## config.mk

```make
export PLATFORM = sky130hd
export DESIGN_NAME = ifetch_stream_buffer
export DESIGN_NICKNAME = d
export VERILOG_FILES = /design/src/rtl/ifetch_stream_pkg.sv /design/src/rtl/ifetch_stream_align.sv /design/src/rtl/ifetch_stream_buffer_chk.sv /design/src/rtl/ifetch_stream_buffer.sv
export SDC_FILE = /design/constraint.sdc
export NUM_CORES = 1
export LEC_CHECK = 0
export CAP_MARGIN = 25
export CORE_ASPECT_RATIO = 0.6
export CORE_MARGIN = 10
export CORE_UTILIZATION = 47
export DETAILED_ROUTE_END_ITERATION = 16
export GPL_TIMING_DRIVEN = 1
export PLACE_DENSITY = 0.81
export SYNTH_ARGS = -nofsm -noshare
export SYNTH_HDL_FRONTEND = slang
export SYNTH_SLANG_ARGS = --single-unit
```

## constraint.sdc

```tcl
create_clock -name clk_i -period 4.7 [get_ports clk_i]
set_input_delay 1.175 -clock clk_i [delete_from_list [all_inputs] [get_ports clk_i]]
set_output_delay 1.175 -clock clk_i [all_outputs]
set_load 0.01 [all_outputs]
```

## src/rtl/ifetch_stream_pkg.sv

```systemverilog
// Shared types and decode helpers for the instruction-fetch stream buffer.
// A stored entry is one fetched 32-bit word together with its bus-error flag.
package ifetch_stream_pkg;

    typedef struct packed {
        logic [31:0] rdata;
        logic        err;
    } fetch_entry_t;

    // A halfword starts a compressed instruction unless its two low bits are 2'b11.
    function automatic logic is_compressed(input logic [1:0] lsbs);
        return (lsbs != 2'b11);
    endfunction

endpackage

```

## src/rtl/ifetch_stream_align.sv

```systemverilog
// Combinational aligner: builds one instruction from the two oldest FIFO words.
// The instruction is built according to addr[1] and to the compressed/uncompressed decode.
module ifetch_stream_align
    import ifetch_stream_pkg::*;
(
    input  logic        addr_hi_i,
    input  logic        e0_valid_i,
    input  logic [31:0] e0_rdata_i,
    input  logic        e0_err_i,
    input  logic        e1_valid_i,
    input  logic [15:0] e1_half_i,
    input  logic        e1_err_i,
    output logic        valid_o,
    output logic [31:0] rdata_o,
    output logic        err_o,
    output logic        err_plus2_o,
    output logic        size4_o
);

    logic uncomp_s;

    // Select and merge halfwords; an unaligned 32-bit instruction straddles two words.
    always_comb begin
        valid_o     = 1'b0;
        rdata_o     = 32'd0;
        err_o       = 1'b0;
        err_plus2_o = 1'b0;
        uncomp_s    = 1'b0;
        if (!addr_hi_i) begin
            uncomp_s = ~is_compressed(e0_rdata_i[1:0]);
            valid_o  = e0_valid_i;
            rdata_o  = e0_rdata_i;
            err_o    = e0_err_i;
        end else begin
            uncomp_s = ~is_compressed(e0_rdata_i[17:16]);
            rdata_o  = {e1_half_i, e0_rdata_i[31:16]};
            if (uncomp_s) begin
                // An error on the first half makes the instruction presentable on its own.
                valid_o     = e0_valid_i & (e1_valid_i | e0_err_i);
                err_o       = e0_err_i | (e1_valid_i & e1_err_i);
                err_plus2_o = ~e0_err_i & e1_valid_i & e1_err_i;
            end else begin
                valid_o     = e0_valid_i;
                err_o       = e0_err_i;
                err_plus2_o = 1'b0;
            end
        end
        size4_o = uncomp_s;
    end

endmodule

```

## src/rtl/ifetch_stream_buffer_chk.sv

```systemverilog
// Protocol checker for the fetch stream buffer: a push into a full FIFO
// needs a simultaneous pop, otherwise the incoming word is lost.
module ifetch_stream_buffer_chk (
    input  logic clk_i,
    input  logic rst_i,
    input  logic in_valid_i,
    input  logic clear_i,
    input  logic full_i,
    input  logic pop_i
);

    a_no_push_when_full: assert property (
        @(posedge clk_i) disable iff (rst_i)
        (in_valid_i && !clear_i && full_i) |-> pop_i
    );

endmodule

```

## src/rtl/ifetch_stream_buffer.sv

```systemverilog
// Instruction-fetch stream buffer: in-order FIFO of fetched words feeding a
// halfword-granular instruction stream that handles compressed instructions.
module ifetch_stream_buffer
    import ifetch_stream_pkg::*;
#(
    parameter int DEPTH = 3
) (
    input  logic        clk_i,
    input  logic        rst_i,
    input  logic        clear_i,
    input  logic [31:0] clear_addr_i,
    input  logic        in_valid_i,
    input  logic [31:0] in_rdata_i,
    input  logic        in_err_i,
    output logic        busy_o,
    output logic        out_valid_o,
    input  logic        out_ready_i,
    output logic [31:0] out_addr_o,
    output logic [31:0] out_rdata_o,
    output logic        out_err_o,
    output logic        out_err_plus2_o
);

    localparam int CNT_W = $clog2(DEPTH + 1);

    fetch_entry_t     mem_q [DEPTH];
    fetch_entry_t     mem_d [DEPTH];
    logic [CNT_W-1:0] count_q, count_d;
    logic [31:0]      addr_q, addr_d;
    logic [CNT_W-1:0] wr_idx_s;
    logic             full_s, push_s, pop_s, handshake_s, size4_s;

    ifetch_stream_align u_align (
        .addr_hi_i   (addr_q[1]),
        .e0_valid_i  (count_q != {CNT_W{1'b0}}),
        .e0_rdata_i  (mem_q[0].rdata),
        .e0_err_i    (mem_q[0].err),
        .e1_valid_i  (count_q > CNT_W'(1)),
        .e1_half_i   (mem_q[1].rdata[15:0]),
        .e1_err_i    (mem_q[1].err),
        .valid_o     (out_valid_o),
        .rdata_o     (out_rdata_o),
        .err_o       (out_err_o),
        .err_plus2_o (out_err_plus2_o),
        .size4_o     (size4_s)
    );

    // Handshake and FIFO control; an aligned compressed instruction leaves its word in place.
    always_comb begin
        full_s      = (count_q == CNT_W'(DEPTH));
        handshake_s = out_valid_o & out_ready_i & ~clear_i;
        pop_s       = handshake_s & (addr_q[1] | size4_s);
        push_s      = in_valid_i & ~clear_i & (~full_s | pop_s);
        wr_idx_s    = count_q - CNT_W'(pop_s);
        busy_o      = (count_q >= CNT_W'(DEPTH - 1));
    end

    // Next-state: shift out the oldest word on pop, write the new word behind the survivors.
    always_comb begin
        for (int i = 0; i < DEPTH; i++) begin
            if (push_s && (CNT_W'(i) == wr_idx_s)) begin
                mem_d[i] = '{rdata: in_rdata_i, err: in_err_i};
            end else if (pop_s && (i < DEPTH - 1)) begin
                mem_d[i] = mem_q[(i < DEPTH - 1) ? i + 1 : i];
            end else begin
                mem_d[i] = mem_q[i];
            end
        end
        if (clear_i) begin
            count_d = {CNT_W{1'b0}};
            addr_d  = clear_addr_i & ~32'd1;
        end else begin
            count_d = count_q + CNT_W'(push_s) - CNT_W'(pop_s);
            if (handshake_s) begin
                addr_d = addr_q + (size4_s ? 32'd4 : 32'd2);
            end else begin
                addr_d = addr_q;
            end
        end
    end

    // State registers with asynchronous reset to an empty buffer at address 0.
    always_ff @(posedge clk_i or posedge rst_i) begin
        if (rst_i) begin
            count_q <= {CNT_W{1'b0}};
            addr_q  <= 32'd0;
            for (int i = 0; i < DEPTH; i++) begin
                mem_q[i] <= '0;
            end
        end else begin
            count_q <= count_d;
            addr_q  <= addr_d;
            for (int i = 0; i < DEPTH; i++) begin
                mem_q[i] <= mem_d[i];
            end
        end
    end

    assign out_addr_o = addr_q;

    ifetch_stream_buffer_chk u_chk (
        .clk_i      (clk_i),
        .rst_i      (rst_i),
        .in_valid_i (in_valid_i),
        .clear_i    (clear_i),
        .full_i     (full_s),
        .pop_i      (pop_s)
    );

endmodule

```

Word level (Yosys, flattened, before mapping)
Index checks and enable logic that the tools add are counted.

word-level totals
  flip-flop bits (word level) = 133
  bits in latches = 0
  RAM bits = 0
  bits in read-only memories = 0
  bits of input ports = 70
  output and inout port bits = 68
  word-level logic and storage cells = 61
  memories kept = 0

cells by class
  $add $sub $neg = 4
  $mul = 0
  div/mod/pow operators = 0
  order comparisons = 2
  equal/unequal tests = 5
  shift-type cells = 0
  muxes and demuxes = 16
  bitwise logic cells = 18
  reduce and logical (&&, ||, !) cells = 8

operators with widths
  kind                                                           count
  two-way mux 33 bit                                             4
  two-way mux 32 bit                                             3
  adder 32 x 3 -> 32 bit                                         1
  bitwise AND 1 bit                                              9
  nonzero test 2 bit                                             4
  two-way mux 1 bit                                              7
  inverter 1 bit                                                 5
  != test 2 bit, second input constant                           2
  bitwise OR 1 bit                                               4
  subtractor 2 x 1 -> 2 bit                                      2
  logical AND 1 bit                                              3
  two-way mux 3 bit                                              1
  adder 2 x 1 -> 2 bit                                           1
  equality test 1 x 2 -> 1 bit, first input constant             1
  equality test 2 bit, first input constant                      1
  equality test 2 bit, second input constant                     1
  greater-or-equal comparator 2 bit, second input constant       1
  greater-than comparator 2 x 1 -> 1 bit, second input constant  1
  zero test 2 bit                                                1
  two-way mux 2 bit                                              1

Logic depth before layout (Yosys ltp)
  depth in word-level cells = 13
  gate-level depth with buffers = 16
  gate-level depth less buffers = 12

By module
A second synthesis with hierarchy kept.

unflattened totals
  cells, all modules = 655
  area total of the unflattened synthesis = 6944.2 um^2

by module, submodules not included
  module                instances  cells an instance  area each (um^2)
  ifetch_stream_buffer  1          609                6352.3
  ifetch_stream_align   1          46                 591.8

Worst setup path after synthesis
Ideal clock, no wire load.

  kind = reg2reg
  from = register addr_q[1], in the netlist out_addr_o[1]
  to = register mem_q[21] (netlist bit)
  library setup time = 0.125 ns
  arrival time = 3.556 ns
  data required time = 4.575 ns
  slack = 1.019 ns
  cell stages (with the launch flop) = 16
  path buffers = 5
  period minus slack after synthesis = 3.681 ns
  cells stage by stage = dfrtp_1 > clkbuf_1 > clkbuf_1 > o21ai_0 > inv_1 > ha_1 > nor2_1 > o211ai_1 > inv_1 > clkbuf_1 > ha_1 > xnor2_1 > or3_1 > clkbuf_1 > clkbuf_1 > mux2_2

between the ends
  cells in the longest elaborated chain, start to end = 7
  elaborated cells between the ends (all ways) = 11
  classes of those cells = add/sub: 1; eq/ne: 1; mux: 2; bitwise: 6; reduce/logical: 1

ends and longest elaborated chain
  item                                                           RTL line                                                text
  start, declared                                                ifetch_stream_buffer.sv:29                              logic [31:0] addr_q, addr_d;
  start signal, assigned                                         ifetch_stream_buffer.sv:92                              addr_q <= addr_d;
  two-way mux 1 bit                                              ifetch_stream_align.sv:29                               if (!addr_hi_i) begin
  bitwise AND 1 bit (2 in series)                                ifetch_stream_buffer.sv:51                              handshake_s = out_valid_o & out_ready_i & ~clear_i;
  bitwise AND 1 bit *                                            ifetch_stream_buffer.sv:52                              pop_s = handshake_s & (addr_q[1] | size4_s);
  subtractor 2 x 1 -> 2 bit or bitwise OR 1 bit (tied branches)  ifetch_stream_buffer.sv:54, ifetch_stream_buffer.sv:53
  equality test 2 bit or bitwise AND 1 bit (tied branches)       ifetch_stream_buffer.sv:61, ifetch_stream_buffer.sv:53
  logical AND 1 bit *                                            ifetch_stream_buffer.sv:61                              if (push_s && (CNT_W'(i) == wr_idx_s)) begin
  end signal, assigned by index                                  ifetch_stream_buffer.sv:94                              mem_q[i] <= mem_d[i];
  end, declared                                                  ifetch_stream_buffer.sv:26                              fetch_entry_t mem_q [DEPTH];

Mark *: on every way between the ends. The rest lies on a longest branch, timed or not.
A chain may end at the register's enable or synchronous reset.

Worst setup path in the final report
  from = register addr_q[1], in the netlist out_addr_o[1]
  to = output out_valid_o

between the ends
  cells in the longest elaborated chain, start to end = 1

ends and longest elaborated chain
  item               RTL line                    text
  two-way mux 1 bit  ifetch_stream_align.sv:29
  end, declared      ifetch_stream_buffer.sv:16  output logic out_valid_o,

Every way passes these cells.

==> impl_metrics.toml <==
[sta]
finalCritPeriodShare_pct = 83.1
setup_viol = 0
hold_viol = 0
tightest_slew_ns = 0.929
fin_crit_ns = 3.90
fin_setup_tns_ns = 0
rsz0062_at_grt = "no"
slew_viol_final = 0
fmax_ghz = 0.256
maxSlewHeadroom_pct = 37.9
skew_ns = 0.0143

[clock_network]
cts_sinks = 132
cts_max_level = 4
insertion_delay_ns = 0.41
cts_hold_buf = 0
clock_path_buffers = 2
cts_root_buf = "clkbuf_16"
cts_tree = "built"
path_clk_slew_ns = 0.06
cts_made_buffers = 17
cts_setup_buffers = 0
cts-resized-gates = 0

[yosys]
synth-edff-count = 0
yosys_warnings = 0
postSynthNetCount = 842
syn_area_mm2 = 0.00698
syn_inst = 766
ys_seq_elements = 132
synth_area_leader_cell = "dfrtp_1"
yosys-top-cells-area = "dfrtp_1, mux2_2, nand2_1, a31oi_1, nor2_1"
synth_area_per_cell_um2 = 9.11
synth_top_area_share_pct = 47.3
ys.flop_type = "dfrtp_1"
ys_async_sr_fraction_pct = 100
ys_seq_area_share_pct = 47.3
ys_types = 54

[routing]
first_iter_violations = 762
drtAntennaViolNets = 0
wl_um = 20800
vias = 6426
wl_per_cell_um = 19.2
drc = 0
via_per_inst = 5.91
firstDrtPassIters = 5

[run_status]
status = "finished, final reports clean"

[power]
switching_share_pct = 32.4
pwr-share-comb_pct = 29.9
p_leak_nw = 3.79
total_power_mw = 4.58
internal-power_mw = 3.10
pwr-share-seq_pct = 40.1
powerDensity_mw_per_mm2 = 503
peakVddDrop_v = 0.000325
switchingPower_mw = 1.48
pwr-share-clk_pct = 30.0

[die]
rows = 34
die_h_um = 114
initial_core_util_pct = 48.1
design.core.area_mm2 = 0.0145
io_pins = 138
fp.dieArea_mm2 = 0.0203
die_w_um = 177

[placed_design]
port_buffers = 135
gp_routability_congestion = 0.835
dp_hpwl_um = 14300

[finish]
num-nets-final = 953
n_antenna_cell = 0
drive_above_1_share_pct = 13.5
syn2layout_area_growth_pct = 30.5

[job]
max_cap_viol_count = 0

[setup_path]
reg2reg_setup_slack_ns = 0.95
startpoint_type = "flop"
critPathKind = "flop to output port"
cp-end-kind = "output port"
crit_required_ns = 3.52
cp_max_fo = 19
cp_data_arrival_time_ns = 2.73

[global_route]
grt_overflow = 0
antenna_found_initial = 0
grt_start_max_net_pins = 69
first_global_vias = 6006
grt_use_total_pct = 20.5
grt_pass1_wl_um = 33200

[worst_hold_path]
hold_class = "flop to flop"
==> cells in the mapped netlist (3+ instances only) <==
master / instances
and4_1: 3
or3_1: 3
nand4_1: 18
a221oi_1: 3
mux2_2: 65
nand2_1: 151
nor3_1: 6
buf_1: 3
clkbuf_1: 44
or4_1: 16
nor2_1: 85
a31oi_1: 81
or4_2: 3
a21o_1: 3
a21oi_1: 9
dfrtp_1: 132
o211ai_1: 6
a22o_1: 3
nor4_1: 8
nand3_1: 20
nor2b_1: 10
inv_1: 13
ha_1: 5
o21ai_0: 15
o31ai_1: 12
buf_2: 6
o21a_1: 3
==> stage by stage <==
step           cells  cell area, µm²  hold WS (ns)  util (%)  setup WS [ns]
2_1_floorplan    766            6980         0.479         -           1.02
3_3_place_gp    1056            8500         0.487      58.6          0.866
3_5_place_dp    1056            8500         0.493      58.6          0.833
4_1_cts         1087            9100         0.507      62.8          0.815
5_1_grt         1087            9100         0.513      62.8          0.622
6_report        1087            9100         0.505      62.8          0.795
==> metal layers <==
metal  up-vias  wire length, µm  global-route usage, %
li1       2980                -                      -
met1      3140             9970                   30.8
met2       289             8760                   28.2
met3        17             1890                   5.76
met4         0              218                   4.87
met5         -                0                      0
==> critical path: stages (launching register included) <==
cell	delay, ns
dfrtp_1	0.83
nand4b_1	0.22
a21oi_1	0.36
clkinv_1	0.34
clkdlybuf4s50_1	0.57
==> area by class of cell <==
| class | instances | area [µm²] |
|---|---|---|
| clock buffer | 17 | 425 |
| clock inverter | 14 | 178 |
| fill | 1175 | 5400 |
| inverter | 15 | 60.1 |
| multi-input combinational | 564 | 3440 |
| sequential | 132 | 3300 |
| tap | 198 | 248 |
| timing repair buffer | 147 | 1450 |
==> layout by cell type, fill, tap and decap left out, drive strengths merged, types with 5 or more instances in the layout <==
cell type        n
a31oi           81
ha               5
clkbuf          17
nand2          151
nor4             9
nand3           20
nor2            85
nand4           19
clkdlybuf4s50  135
buf             12
dfrtp          132
inv             17
mux2            65
o31ai           12
nor3             6
a21oi            9
or4             19
clkinv           8
o211ai           6
o21ai           16
nor2b           10
==> flip-flops by register name (all words and copies together) (netlist names) <==
name,count
out_addr_o,31
mem_q,99
count_q,2
==> cell families after synthesis <==
| group | after synthesis | synth area share (%) |
|---|---|---|
| AOI/OAI and AO/OA | 150 | 14.1 |
| other | 1 | 0.0537 |
| DFF | 132 | 47.3 |
| muxes | 67 | 10.8 |
| adders and majority gates | 6 | 1.18 |
| buffers and inverters | 70 | 3.98 |
| and+or+nand+nor | 336 | 22.1 |
| xor gates and xnor gates | 4 | 0.502 |
==> worst paths after layout <==
path                          startpoint     endpoint  depth (start not counted)
min in group asynchronous          rst_i    mem_q[43]                          2
max reg2reg                out_addr_o[1]     mem_q[6]                         12
max in group asynchronous          rst_i     mem_q[7]                          3
max                        out_addr_o[1]  out_valid_o                          4
min reg2reg                     mem_q[1]     mem_q[1]                          1
min                             mem_q[1]     mem_q[1]                          1
==> power groups by stage <==
| stage | clock, mW | combinational (mW) | sequential (mW) |
|---|---|---|---|
| floorplan | 0 | 0.805 | 1.73 |
| global placement | 0 | 1.32 | 1.82 |
| detailed placement | 0 | 1.36 | 1.83 |
| CTS | 1.39 | 1.38 | 1.83 |
| global route | 1.45 | 1.50 | 1.89 |
| finish | 1.37 | 1.37 | 1.84 |
Power figures use the tool's default switching activity.
